==> src/rtl/adder_pkg.sv <==
// Shared types and constants for the nibble-serial adder and its 4-bit adder slice.
package adder_pkg;

    typedef enum logic [1:0] {IDLE, ADD, HOLD} nsa_state_t;

    localparam int NIBBLE = 4;

endpackage

==> src/rtl/full_adder_4_bit.sv <==
// 4-bit ripple-carry adder slice: one nibble of a, b plus carry-in per use.
module full_adder_4_bit
    import adder_pkg::*;
(
    input  logic [NIBBLE-1:0] i_a,
    input  logic [NIBBLE-1:0] i_b,
    input  logic              i_cin,
    output logic [NIBBLE-1:0] o_sum,
    output logic              o_cout
);

    logic [NIBBLE:0] w_c;

    assign w_c[0] = i_cin;

    generate
        for (genvar gi = 0; gi < NIBBLE; gi++) begin : g_bit
            assign o_sum[gi]  = i_a[gi] ^ i_b[gi] ^ w_c[gi];
            assign w_c[gi+1]  = (i_a[gi] & i_b[gi]) | (w_c[gi] & (i_a[gi] ^ i_b[gi]));
        end
    endgenerate

    assign o_cout = w_c[NIBBLE];

endmodule

==> src/rtl/nibble_serial_adder.sv <==
// Multi-cycle WIDTH-bit adder: one nibble per clock through a shared 4-bit adder,
// LSB nibble first, with valid/ready handshakes on both operand and result sides.
module nibble_serial_adder
    import adder_pkg::*;
#(
    parameter int WIDTH = 16
) (
    input  logic             clk,
    input  logic             rst_n,
    input  logic             in_valid,
    output logic             in_ready,
    input  logic [WIDTH-1:0] a,
    input  logic [WIDTH-1:0] b,
    input  logic             cin,
    output logic             out_valid,
    input  logic             out_ready,
    output logic [WIDTH-1:0] sum,
    output logic             cout,
    output logic             ovf
);

    localparam int NNIB  = WIDTH / NIBBLE;
    localparam int CNT_W = (NNIB > 1) ? $clog2(NNIB) : 1;
    localparam logic [CNT_W-1:0] LAST_NIB = CNT_W'(NNIB - 1);

    generate
        if ((WIDTH % NIBBLE) != 0 || WIDTH < 8) begin : g_width_check
            $error("nibble_serial_adder: WIDTH must be a multiple of 4 and >= 8");
        end
    endgenerate

    nsa_state_t        r_state;
    nsa_state_t        w_state_next;
    logic [WIDTH-1:0]  r_a_sh;
    logic [WIDTH-1:0]  r_b_sh;
    logic [WIDTH-1:0]  r_sum;
    logic              r_carry;
    logic              r_cout;
    logic              r_ovf;
    logic [CNT_W-1:0]  r_cnt;

    logic [NIBBLE-1:0] w_fa_sum;
    logic              w_fa_cout;
    logic              w_op_xfer;
    logic              w_res_xfer;
    logic              w_last;
    logic              w_c_msb;

    full_adder_4_bit u_fa4 (
        .i_a    (r_a_sh[NIBBLE-1:0]),
        .i_b    (r_b_sh[NIBBLE-1:0]),
        .i_cin  (r_carry),
        .o_sum  (w_fa_sum),
        .o_cout (w_fa_cout)
    );

    assign w_op_xfer  = in_valid & in_ready;
    assign w_res_xfer = out_valid & out_ready;
    assign w_last     = (r_state == ADD) && (r_cnt == LAST_NIB);
    // Carry into the MSB, recovered from the top bit of the last nibble step.
    assign w_c_msb    = r_a_sh[NIBBLE-1] ^ r_b_sh[NIBBLE-1] ^ w_fa_sum[NIBBLE-1];

    always_ff @(posedge clk or negedge rst_n) begin
        if (!rst_n) begin
            r_state <= IDLE;
        end else begin
            r_state <= w_state_next;
        end
    end

    always_comb begin
        w_state_next = r_state;
        case (r_state)
            IDLE:    if (w_op_xfer) w_state_next = ADD;
            ADD:     if (r_cnt == LAST_NIB) w_state_next = HOLD;
            HOLD:    if (w_res_xfer) w_state_next = in_valid ? ADD : IDLE;
            default: w_state_next = IDLE;
        endcase
    end

    always_comb begin
        in_ready  = (r_state == IDLE) || ((r_state == HOLD) && out_ready);
        out_valid = (r_state == HOLD);
    end

    always_ff @(posedge clk or negedge rst_n) begin
        if (!rst_n) begin
            r_a_sh  <= '0;
            r_b_sh  <= '0;
            r_sum   <= '0;
            r_carry <= 1'b0;
            r_cout  <= 1'b0;
            r_ovf   <= 1'b0;
            r_cnt   <= '0;
        end else if (w_op_xfer) begin
            r_a_sh  <= a;
            r_b_sh  <= b;
            r_carry <= cin;
            r_cnt   <= '0;
        end else if (r_state == ADD) begin
            r_a_sh  <= {{NIBBLE{1'b0}}, r_a_sh[WIDTH-1:NIBBLE]};
            r_b_sh  <= {{NIBBLE{1'b0}}, r_b_sh[WIDTH-1:NIBBLE]};
            r_sum   <= {w_fa_sum, r_sum[WIDTH-1:NIBBLE]};
            r_carry <= w_fa_cout;
            r_cnt   <= r_cnt + 1'b1;
            if (w_last) begin
                r_cout <= w_fa_cout;
                r_ovf  <= w_c_msb ^ w_fa_cout;
            end
        end
    end

    assign sum  = r_sum;
    assign cout = r_cout;
    assign ovf  = r_ovf;

endmodule

==> config.mk <==
export PLATFORM = sky130hd
export DESIGN_NAME = nibble_serial_adder
export DESIGN_NICKNAME = d
export VERILOG_FILES = /design/src/rtl/adder_pkg.sv /design/src/rtl/full_adder_4_bit.sv /design/src/rtl/nibble_serial_adder.sv
export SDC_FILE = /design/constraint.sdc
export NUM_CORES = 1
export LEC_CHECK = 0
export BUFFER_PORTS_ARGS = -buffer_cell sky130_fd_sc_hd__buf_2
export CELL_PAD_IN_SITES_DETAIL_PLACEMENT = 1
export CELL_PAD_IN_SITES_GLOBAL_PLACEMENT = 2
export CORE_AREA = 2 2 89 91
export CTS_BUF_LIST = sky130_fd_sc_hd__clkbuf_8
export CTS_CLUSTER_DIAMETER = 100
export CTS_CLUSTER_SIZE = 8
export DETAILED_ROUTE_END_ITERATION = 12
export DIE_AREA = 0 0 91 93
export GPL_TIMING_DRIVEN = 0
export PLACE_DENSITY = 0.88
export SYNTH_ARGS = -nofsm -noshare
export SYNTH_HDL_FRONTEND = slang
export SYNTH_HIERARCHICAL = 1
export SYNTH_SLANG_ARGS = --single-unit
export TNS_END_PERCENT = 10
==> constraint.sdc <==
create_clock -name clk -period 3.09 [get_ports clk]
set_input_delay 0.309 -clock clk [delete_from_list [all_inputs] [get_ports clk]]
set_output_delay 0.309 -clock clk [all_outputs]
set_load 0.02 [all_outputs]
* Yosys cells after proc, flatten, opt, wreduce, memory -nomap -nowiden
Index checks and enable logic that the tools add are counted.
** Word-level totals
- Bits of input ports :: 37
- Output and inout bits :: 20
- Flip-flop bits (word level) :: 55
- Logic and storage cells :: 61
** Operators by class
- Equal/unequal tests :: 6
- Reduce and logical (&&, ||, !) cells :: 8
- Bitwise operators :: 25
- Add/subtract/negate cells :: 1
- Multiplexer cells :: 13
** Operators with widths (count)
- 2-to-1 mux 16 bit :: 4
- AND 1 bit :: 10
- 2-to-1 mux 2 bit :: 5
- bitwise XOR 1 bit :: 10
- one-hot mux 2 bit (3 select lines) :: 1
- AND reduction 3 bit :: 2
- equality test 2 bit, second input constant :: 2
- inequality test 2 bit, second input constant :: 2
- bitwise OR 1 bit :: 4
- 2-to-1 mux 1 bit :: 3
- adder 2 x 1 -> 2 bit, second input constant :: 1
- equality test 2 x 1 -> 1 bit, second input constant :: 1
- logical AND 1 bit :: 2
- logical NOT 2 bit :: 1
- inequality test 2 x 1 -> 1 bit, second input constant :: 1
- AND reduction 2 bit :: 1
- nonzero test 2 bit :: 1
- logical OR 1 bit :: 1
- inverter 1 bit :: 1

* Depth between registers and ports, before layout
- Depth in word-level cells :: 11
- Gate-level depth with buffers :: 11
- Gate-level depth less buffers :: 11

* Modules after synthesis
The synthesis kept the hierarchy.
** By module, submodules not included
- nibble_serial_adder :: sequential area each 1376.3 µm², instances 1, cells each 207, area each 2488.6 µm²
- full_adder_4_bit :: sequential area each 0.0 µm², instances 1, cells each 14, area each 117.6 µm²

* Least setup slack after synthesis
Ideal clock, no wire load.
- Path type :: register to register
- Start point :: register r_a_sh[0]
- End point :: register r_ovf (netlist: ovf)
- Path buffers :: 0
- Required time :: 2.965 ns
- Period minus slack after synthesis :: 2.530 ns
- Cell stages (with the launch flop) :: 12
- Arrival :: 2.406 ns
- Setup time :: 0.125 ns
- Setup slack :: 0.560 ns
- Path through :: dfrtp_1 -> fa_1 -> inv_1 -> fa_1 -> inv_1 -> fa_1 -> inv_1 -> fa_1 -> inv_1 -> xor2_1 -> xnor2_1 -> mux2_2
** On the way
- Word-level cells in the longest chain between the ends :: 10
- Elaborated cells on any way between the ends :: 13
- Those cells by class :: 13 x bitwise
** Ends and longest elaborated chain
- start, declared :: RTL line nibble_serial_adder.sv:34 : logic [WIDTH-1:0] r_a_sh;
- start signal, assigned :: RTL line nibble_serial_adder.sv:101 : r_a_sh <= {{NIBBLE{1'b0}}, r_a_sh[WIDTH-1:NIBBLE]};
- bitwise XOR 1 bit :: RTL line full_adder_4_bit.sv:19 : assign w_c[gi+1] = (i_a[gi] & i_b[gi]) | (w_c[gi] & (i_a[gi] ^ i_b[gi]));
- AND 1 bit :: RTL line full_adder_4_bit.sv:19
- bitwise OR 1 bit (*) :: RTL line full_adder_4_bit.sv:19
- AND 1 bit (*) :: RTL line full_adder_4_bit.sv:19
- bitwise OR 1 bit (*) :: RTL line full_adder_4_bit.sv:19
- AND 1 bit (*) :: RTL line full_adder_4_bit.sv:19
- bitwise OR 1 bit (*) :: RTL line full_adder_4_bit.sv:19
- bitwise XOR 1 bit (*) :: RTL line full_adder_4_bit.sv:18 : assign o_sum[gi] = i_a[gi] ^ i_b[gi] ^ w_c[gi];
- via w_fa_sum[3] :: RTL line nibble_serial_adder.sv:42 : logic [NIBBLE-1:0] w_fa_sum;
- bitwise XOR 1 bit (*) :: RTL line nibble_serial_adder.sv:61 : assign w_c_msb = r_a_sh[NIBBLE-1] ^ r_b_sh[NIBBLE-1] ^ w_fa_sum[NIBBLE-1];
- bitwise XOR 1 bit (*) :: RTL line nibble_serial_adder.sv:108 : r_ovf <= w_c_msb ^ w_fa_cout;
- end signal, assigned :: RTL line nibble_serial_adder.sv:108
- end, declared :: RTL line nibble_serial_adder.sv:39 : logic r_ovf;
Mark *: on every way through the listed nets, which the timed path passes. The rest lies on a longest branch.
A chain may end at the register's enable or synchronous reset.

* Worst setup path after layout
Same ends and word-level chain as after synthesis.

==> results.tsv <==
stage	metric	value	unit
status	status	finished, final reports clean	
power_and_ir_drop	Net Sw Power	1330	uW
logic_synthesis	largest cells by area after synthesis	dfrtp_1 (53%), mux2_2 (22%), nand2_1 (8.2%)	
cts	CTS clock-pin slew for the worst setup and hold paths	0.10	ns
sta	Pins Over Slew Limit	0	
sta	final worst slack	0.441	ns
logic_synthesis	Post-Syn Instances	221	
logic_synthesis	post-synth design cell area	2610	sq um
power_and_ir_drop	sequential power share	37.2	%
setup_path	crit-path max cell delay	0.42	ns
logic_synthesis	FF+latch count, synth	55	
power_and_ir_drop	Lkg Pwr	0.00165	uW
placement	Placed Area	3010	sq um
logic_synthesis	cell taking the most area after synthesis	dfrtp_1	
min_path	Hold Crit Class	in -> async	
cts	maximum clock path buffer count	2	
cts	clock sink count	55	
floorplan	Boundary Pins	57	
cts	CTS tree	done	
finish	final instance area	3100	sq um
routing	Vias	1723	
logic_synthesis	Avg Inst Size Synth	11.8	sq um
logic_synthesis	Post-synth EDFFs	0	
floorplan	Initial Util	34.6	%
setup_path	Worst Setup Start Kind	flip-flop	
setup_path	reg2reg start	r_a_sh[0]$_DFFE_PN0P_	
global_route	initial antenna violation count	0	
floorplan	die width	91	um
floorplan	die area	8460	sq um
sta	Setup TNS	0	ns
routing	DR pass1 iterations	3	
cts	Post-CTS Setup Repair Bufs	0	
sta	final hold violation count	0	
logic_synthesis	top cells by count, synth	nand2_1 (57), dfrtp_1 (55), mux2_2 (50)	
global_route	first-pass GRT wire length	8910	um
placement	Final GP Congestion	0.729	
logic_synthesis	top_reg_cell synth	dfrtp_1	
global_route	aggregate global-route resource usage	13.7	%
logic_synthesis	asr flop ratio synth	100	%
cts	H-Tree Level Count	2	
sta	Slew Limit Headroom	53.5	%
finish	Area Growth Syn to Fin	19.0	%
placement	DP Worst Slack	0.416	ns
logic_synthesis	count leader, synth	nand2_1	
logic_synthesis	Mapped Nets	263	
setup_path	Top Family by Delay on Critical Path	adder cells	
power_and_ir_drop	PwrDens	1110	nW/um^2
finish	layout cells sized above 1	44.6	%
power_and_ir_drop	internal power	2100	uW
setup_path	slowest CP cell	fa_1	
routing	routed wire length per instance	13.9	um
global_route	vias in the first global route	1832	
setup_path	FF-to-FF path depth	11	
setup_path	Worst Path Max Fanout	2	
run	Max-Cap Viols	0	
cts	CTS resizes	0	
cts	clk_lat worst skew	0.31	ns
cts	CTS root buf	clkbuf_8	
sta	Final Skew	0.0106	ns
sta	fmax	378	MHz
power_and_ir_drop	combinational share of power	51.7	%
routing	DRT antenna net count	0	
setup_path	Critical Path RT	3.30	ns
setup_path	Critical Path, Cell by Cell	fa_1 > inv_1 > fa_1 > inv_1 > fa_1 > inv_1 > fa_1 > inv_1 > xor2_1 > xnor2_1 > mux2_2	
placement	Post-DP HPWL	4110	um
sta	actual slew at the worst max-slew pin	0.697	ns
setup_path	CP Data Arrival Time	2.86	ns
placement	IO Port Bufs	56	
power_and_ir_drop	maximum VDD drop	0.308	mV
setup_path	Bufs and invs on worst path	4	
sta	Tcrit/Tclk final	85.7	%
floorplan	die height	93	um
floorplan	core area	7530	sq um
logic_synthesis	yosys warns	6	
finish	filler cell count	880	
power_and_ir_drop	Clock power frac	11.1	%
routing	Post-Route WL	5390	um
sta	RSZ-0062 raised after global routing	false	
finish	# diodes	0	
setup_path	Critical R2R Capture	ovf$_DFFE_PN0P_	
setup_path	crit end category	flip-flop	
setup_path	critical path type	reg -> reg	
logic_synthesis	sequential share of the synthesized area	52.8	%
global_route	pin count of the biggest net entering global routing	56	
cts	cts hold-fix bufs	0	
logic_synthesis	proportion of netlist area held by the largest area contributor	52.8	%
routing	First DRT Iteration DRCs	38	
power_and_ir_drop	switching share of power	38.8	%
sta	Setup Viol. Count Final	0	
floorplan	Row Count	32	
finish	final net count	326	
routing	drc violations	0	
setup_path	flop2flop setup slack	0.44	ns
routing	vias per inst	4.45	
logic_synthesis	synth unique cells	22	
cts	TritonCTS Buffers	5	
global_route	GRT overflow	0	
sta	fin crit period	2.65	ns
[worst reg2reg max path: stages (launching register included)]
cell	delay [ns]
dfrtp_1	0.41
fa_1	0.42
inv_1	0.07
fa_1	0.17
inv_1	0.05
fa_1	0.35
inv_1	0.07
fa_1	0.40
inv_1	0.10
xor2_1	0.17
xnor2_1	0.09
mux2_2	0.25
[flip-flops by register name (all words and copies together) (netlist names)]
register  cells
r_cnt         2
r_a_sh       16
r_carry       1
r_b_sh       16
sum          16
r_state       2
ovf           1
cout          1
[how the worst max path moves through the flow]
stage,startpoint,end,cells after the start
finish,r_a_sh[0]$_DFFE_PN0P_,ovf$_DFFE_PN0P_,11
floorplan,r_a_sh[0]$_DFFE_PN0P_,ovf$_DFFE_PN0P_,11
global placement,r_a_sh[0]$_DFFE_PN0P_,ovf$_DFFE_PN0P_,11
CTS,r_a_sh[0]$_DFFE_PN0P_,ovf$_DFFE_PN0P_,11
detailed placement,r_a_sh[0]$_DFFE_PN0P_,ovf$_DFFE_PN0P_,11
global route,r_a_sh[0]$_DFFE_PN0P_,ovf$_DFFE_PN0P_,11
[power by group through the flow]
stage                     Clock (uW)  Combinational, uW  Sequential (uW)
after detailed placement           0               1820             1290
after global placement             0               1740             1270
after floorplan                    0               1260             1360
after global routing             431               1990             1320
final                            381               1770             1280
after CTS                        406               1820             1280
[final cells by class]
class	instances	area, sq um	area share (%)
well taps	102	128	4.12
inverters	20	75.1	2.42
clock inverters	3	15.0	0.484
multi-input cells	136	1090	35.0
repair buffers	56	283	9.12
flip-flops and latches	55	1380	44.4
plain buffers	10	68.8	2.22
clock buffers	5	68.8	2.22
[through the flow]
step	power, uW	hold slack (ns)	instances	util, %
CTS	3510	0.189	387	41.2
floorplan	2620	0.0134	221	-
finish	3430	0.0322	387	41.2
detailed placement	3110	0.465	379	40.0
global route	3740	0.0857	387	41.2
global placement	3010	0.453	379	40.0
[kinds of logic (layout without fill, tap and decap cells)]
group                    count (synthesis)  count (layout)  synth area share (%)
XOR/XNOR                                 4               4                  1.34
multiplexers                            61              61                  26.2
AO/OA/AOI/OAI                            6               6                  1.63
adder cells (fa/ha/maj)                  5               5                  3.55
buffers and inverters                   30              94                  5.52
AND/OR/NAND/NOR                         60              60                  8.93
flip-flops                              55              55                  52.8
[layout by cell type, fill, tap and decap left out]
master and n:
mux2i_1 9, mux2_4 2, clkbuf_8 5, nor2b_2 1
a21oi_1 2, o31ai_1 1, nand2b_1 1, o21a_1 1
mux2_2 50, o21ai_0 1, clkbuf_1 1, clkinv_2 3
nor2_1 1, nand2_1 57, inv_1 20, o211ai_2 1
buf_4 4, buf_6 2, buf_2 59, fa_1 4
dfrtp_1 55, xor2_1 1, ha_1 1, xnor2_1 3
[routing by layer]
metal / vias to the layer above / routed length, um / GRT usage [%]
met2: 41 / 2760 / 23.2
met1: 839 / 2300 / 17.0
li1: 834 / - / -
met5: - / 0 / 0
met3: 9 / 223 / 2.98
met4: 0 / 103 / 5.68
Power figures use the tool's default switching activity.
